[config.mk]
export PLATFORM = sky130hd
export DESIGN_NAME = xalu_arbiter
export DESIGN_NICKNAME = d
export VERILOG_FILES = /design/src/rtl/xalu_arbiter.sv
export SDC_FILE = /design/constraint.sdc
export NUM_CORES = 1
export LEC_CHECK = 0
export ABC_AREA = 1
export CORE_UTILIZATION = 40
export CTS_CLUSTER_DIAMETER = 150
export CTS_CLUSTER_SIZE = 24
export DETAILED_ROUTE_END_ITERATION = 8
export PLACE_DENSITY = 0.77
export SYNTH_ARGS = -nofsm -noshare
export SYNTH_HDL_FRONTEND = slang
export SYNTH_SLANG_ARGS = --single-unit
[constraint.sdc]
create_clock -name clk -period 1.4 [get_ports clk]
set_input_delay 0.14 -clock clk [delete_from_list [all_inputs] [get_ports clk]]
set_output_delay 0.14 -clock clk [all_outputs]
set_load 0.01 [all_outputs]
[src/rtl/xalu_arbiter.sv]
// xalu_arbiter: round-robin front end that turns whole XALU operations from two requesters
// into the A0/A1 write + result read bus sequence. Optional macro: XALU_ARB_SKIP_EN.
module xalu_arbiter #(
    parameter logic [7:0] BASE_ADDR  = 8'h0F,
    parameter int         data_width = 8
) (
    input  logic                  clk,
    input  logic                  rst,
    input  logic                  req0_valid,
    output logic                  req0_ready,
    input  logic [3:0]            req0_op,
    input  logic [data_width-1:0] req0_a,
    input  logic [data_width-1:0] req0_b,
    input  logic                  req1_valid,
    output logic                  req1_ready,
    input  logic [3:0]            req1_op,
    input  logic [data_width-1:0] req1_a,
    input  logic [data_width-1:0] req1_b,
    output logic                  rsp0_valid,
    output logic [data_width-1:0] rsp0_data,
    output logic                  rsp0_err,
    output logic                  rsp1_valid,
    output logic [data_width-1:0] rsp1_data,
    output logic                  rsp1_err,
    output logic [7:0]            xalu_addr,
    output logic                  xalu_write_en,
    output logic [data_width-1:0] xalu_din,
    input  logic [data_width-1:0] xalu_dout,
    output logic                  busy
);
    typedef enum logic [2:0] {IDLE, WR_A0, WR_A1, RD, RSP} state_t;

    state_t                r_state, w_next;
    logic                  r_last, r_id;
    logic [3:0]            r_op;
    logic [data_width-1:0] r_a, r_b, r_data0, r_data1;
    logic                  r_err0, r_err1;
    logic                  w_gnt0, w_gnt1, w_hs, w_id, w_bad_op;
    logic                  w_skip_a0, w_skip_a1;
    logic [3:0]            w_op;

    // r_last names the requester served most recently; a tie goes to the other one
    assign w_gnt0   = (r_state == IDLE) && rst && req0_valid && (!req1_valid || r_last);
    assign w_gnt1   = (r_state == IDLE) && rst && req1_valid && (!req0_valid || !r_last);
    assign w_hs     = w_gnt0 | w_gnt1;
    assign w_id     = w_gnt1;
    assign w_op     = w_gnt1 ? req1_op : req0_op;
    assign w_bad_op = (w_op > 4'd9);

`ifdef XALU_ARB_SKIP_EN
    assign w_skip_a0 = (w_op == 4'd1);
    assign w_skip_a1 = (r_op == 4'd0) || (r_op == 4'd2) || (r_op == 4'd3) || (r_op == 4'd9);
`else
    assign w_skip_a0 = 1'b0;
    assign w_skip_a1 = 1'b0;
`endif

    always_ff @(posedge clk or negedge rst) begin
        if (!rst) r_state <= IDLE;
        else      r_state <= w_next;
    end

    always_comb begin
        w_next = r_state;
        case (r_state)
            IDLE:    if (w_hs) w_next = w_bad_op ? RSP : (w_skip_a0 ? WR_A1 : WR_A0);
            WR_A0:   w_next = w_skip_a1 ? RD : WR_A1;
            WR_A1:   w_next = RD;
            RD:      w_next = RSP;
            RSP:     w_next = IDLE;
            default: w_next = IDLE;
        endcase
    end

    // response registers change only for the requester being answered
    always_ff @(posedge clk or negedge rst) begin
        if (!rst) begin
            r_last  <= 1'b1;
            r_id    <= 1'b0;
            r_op    <= '0;
            r_a     <= '0;
            r_b     <= '0;
            r_data0 <= '0;
            r_data1 <= '0;
            r_err0  <= 1'b0;
            r_err1  <= 1'b0;
        end else begin
            if (w_hs) begin
                r_id   <= w_id;
                r_last <= w_id;
                r_op   <= w_op;
                r_a    <= w_id ? req1_a : req0_a;
                r_b    <= w_id ? req1_b : req0_b;
                if (w_bad_op) begin
                    if (w_id) begin r_data1 <= '0; r_err1 <= 1'b1; end
                    else      begin r_data0 <= '0; r_err0 <= 1'b1; end
                end
            end
            if (r_state == RD) begin
                if (r_id) begin r_data1 <= xalu_dout; r_err1 <= 1'b0; end
                else      begin r_data0 <= xalu_dout; r_err0 <= 1'b0; end
            end
        end
    end

    always_comb begin
        xalu_addr     = 8'h00;
        xalu_write_en = 1'b0;
        xalu_din      = '0;
        case (r_state)
            WR_A0: begin
                xalu_addr     = BASE_ADDR;
                xalu_write_en = 1'b1;
                xalu_din      = r_a;
            end
            WR_A1: begin
                xalu_addr     = BASE_ADDR + 8'd1;
                xalu_write_en = 1'b1;
                xalu_din      = r_b;
            end
            RD:      xalu_addr = BASE_ADDR + {4'd0, r_op};
            default: ;
        endcase
    end

    assign req0_ready = w_gnt0;
    assign req1_ready = w_gnt1;
    assign rsp0_valid = (r_state == RSP) && !r_id;
    assign rsp1_valid = (r_state == RSP) && r_id;
    assign rsp0_data  = r_data0;
    assign rsp1_data  = r_data1;
    assign rsp0_err   = r_err0;
    assign rsp1_err   = r_err1;
    assign busy       = (r_state != IDLE);
endmodule
==> qor.yml <==
place_area_sq_um: 3520
p_int_uw: 4230
htreeDepth: 2
maxCapViolations: 0
place_inst: 441
drc: 0
period_minus_slack_ps: 1660
switchingPower_uw: 2870
gp_congestion: 0.790
outcome: "complete, but fails checks"
drt_iter0_drc: 145
ys_seq_area_share_pct: 45.7
gr-usage-met1_pct: 29.4
worst-path-buf-inv: 2
skew_ps: 10.2
combPwrFrac_pct: 58.4
cts_buffers: 5
maxClockFrequency_mhz: 604
critPathRequiredTime_ps: 1610
drive_gt1_share_pct: 33.5
coreArea_sq_um: 5570
yosysUniqueCellTypes: 31
top_usage_layer: "met2"
vias: 2304
synth-edff-count: 0
grt_max_degree: 29
postSynthCellCount: 257
initial_core_util_pct: 42.2
max_stage_delay_ps: 450
wl_microns: 7040
diodes: 0
r2r_start: "r_state[2]"
dieArea_sq_um: 6200
clk_path_buf_depth: 2
wl_per_cell_microns: 15.3
violations: "setup timing"
port-buffer-count: 88
antenna_found_initial: 0
critPathMaxFanout: 6
ant_nets: 0
nNetsFinal: 440
use_met3_pct: 4.02
dp_hpwl_microns: 4800
cts_sinks: 43
clock_latency_ps: 300
cts_root_buf: "clkbuf_8"
synth-async-reset-ratio_pct: 100
yosysWarnings: 0
worstPathCellList: "nor2_4, buf_6, nand3_4, nor2_8, buf_6, nand2_4, nand2_4, nand3_1, a21oi_2"
cts_tree: "done"
finalCritPeriodShare_pct: 118
met2_usage_pct: 37.6
reg2reg_slack_ps: -260
netlist_area_sq_um: 2350
worstPathArrival_ps: 1860
synthTopCellsByArea: "dfrtp_1 45%, nand2_1 7.5%, nor2_4 5.3%, o22ai_1 4.5%, inv_1 4.5%"
syn2layout_area_growth_pct: 58.8
synth_area_leader_cell: "dfrtp_1"
synth_ff_type: "dfrtp_1"
peakVddDrop_mv: 0.941
swShare_pct: 40.4
synth.top_cell.area_share_pct: 44.6
setup.worst_path.class: "flip-flop to flip-flop"
powerDensity_nw_per_um2: 1900
grt_usage_pct: 22.6
critPathSlowestCell: "dfrtp_2"
grt-ovfl-total: 0
slew_viol_final: 0
p_seq_share_pct: 30.6
hp-class: "primary input to flip-flop"
die_h_microns: 78.7
layout.cells.non_filler: 460
setup_slack_ps: -256
first_pass_iters: 5
hold_viol: 0
avgSynthCellArea_sq_um: 9.16
die_w_microns: 78.7
worstSetupEndpointType: "flip-flop"
num-fill-cells: 452
io_pins: 92
synth_most_common_cell: "nand2_1"
crit_family: "simple AND/OR/NAND/NOR gates"
setup_viol: 58
row_count: 27
rsz0062_at_grt: "yes"
p_clk_share_pct: 11.1
setup.worst_path.start_class: "flip-flop"
avgViaCountPerCell: 5.01
crit_start: "r_state[2]"
power.static_leakage_uw: 0.00181
ys_seq_elements: 43
clk_pin_slew_ps: 80
synth_common_cells: "47 x nand2_1, 42 x dfrtp_1, 28 x inv_1"
grt_pass1_wl_microns: 10800
grt_pass1_vias: 2234
worstHoldStart: "rst"
fin_area_sq_um: 3740
-- power groups by stage --
stage                     sequential [uW]  clock (uW)  combinational, uW
after floorplan                      2200           0               1960
final                                2170         785               4140
after global routing                 2220         851               4480
after global placement               2140           0               3930
after detailed placement             2160           0               4010
after CTS                            2150         794               3930
-- flip-flops by register name, indices dropped and copies added (netlist names) --
| name | flops |
|---|---|
| r_b | 8 |
| r_a | 8 |
| r_id | 1 |
| rsp0_err | 1 |
| rsp1_data | 8 |
| r_state | 3 |
| r_last | 1 |
| rsp0_data | 8 |
| rsp1_err | 1 |
| r_op | 4 |
-- stage by stage --
step	setup TNS (ps)	util, %	worst slack [ps]	power [uW]	hold WS (ps)
6_report	-9900	67.1	-256	7100	367
5_1_grt	-15050	67.1	-345	7560	388
4_1_cts	-9660	65.1	-215	6870	361
3_5_place_dp	-15940	63.1	-395	6170	185
3_3_place_gp	-13730	63.1	-344	6070	188
2_1_floorplan	0	-	8.29	4160	-156
-- path summary, 6_finish.rpt --
check,to,depth (start not counted)
worst max-delay path,r_state[2],9
worst min-delay path,r_last,5
worst max register to register,r_state[2],9
worst min register to register,r_last,2
max in group asynchronous,r_b[0],3
min in group asynchronous,r_op[3],3
-- layout by cell type, fill, tap and decap left out, types with 2 or more instances in the layout --
| master | instances |
|---|---|
| buf_6 | 7 |
| nand2_2 | 5 |
| o21ai_0 | 3 |
| dlymetal6s2s_1 | 5 |
| o22ai_1 | 16 |
| o22ai_2 | 9 |
| a21oi_2 | 3 |
| buf_12 | 3 |
| o21ai_1 | 18 |
| nor2_4 | 11 |
| inv_2 | 5 |
| a21oi_1 | 3 |
| buf_2 | 16 |
| dfrtp_1 | 41 |
| nor2_1 | 15 |
| o21bai_1 | 2 |
| nand3_4 | 4 |
| clkbuf_8 | 5 |
| buf_4 | 35 |
| nand2_4 | 5 |
| nand3_1 | 10 |
| nor2_2 | 2 |
| inv_1 | 28 |
| dlygate4sd3_1 | 2 |
| nand3_2 | 10 |
| clkdlybuf4s50_1 | 63 |
| conb_1 | 3 |
| nand2_1 | 45 |
-- worst register-to-register path, stage by stage, from the launching register on --
cell     delay, ps
dfrtp_2        450
nor2_4         150
buf_6          120
nand3_4         90
nor2_8         150
buf_6          130
nand2_4         50
nand2_4         90
nand3_1        150
a21oi_2        210
-- cell type report --
type,count,area (sq um),area share [%]
well taps,72,90.1,2.41
multi-input cells,172,1150,30.9
flip-flops and latches,43,1080,28.8
clock inverters,2,12.5,0.335
clock buffers,6,72.6,1.94
inverters,33,124,3.31
repair buffers,132,1210,32.3
-- routing by layer --
metal | wire length (microns) | vias to the layer above | part of all wire (%)
met4 | 92 | 0 | 1.3
li1 | - | 1111 | -
met3 | 260 | 8 | 3.7
met1 | 3060 | 1117 | 43
met2 | 3640 | 68 | 52
met5 | 0 | - | 0
-- logic make-up after synthesis --
family	count (synthesis)	synth area share, %
AO/OA/AOI/OAI	59	17.4
flip-flops	43	45.7
other	1	0.159
buffers and inverters	46	9.99
adder cells (fa/ha/maj)	1	0.531
AND/OR/NAND/NOR	107	26.1
-- timing repair --
action	CTS	global route
gates cloned	1	1
pin swaps	9	6
buffers inserted	5	5
resized for setup	89	21
endpoints found under the hold margin	14	0
hold buffers	2	0
endpoints found under the setup margin	60	65
Note: power is estimated with default switching activity, not from simulation.
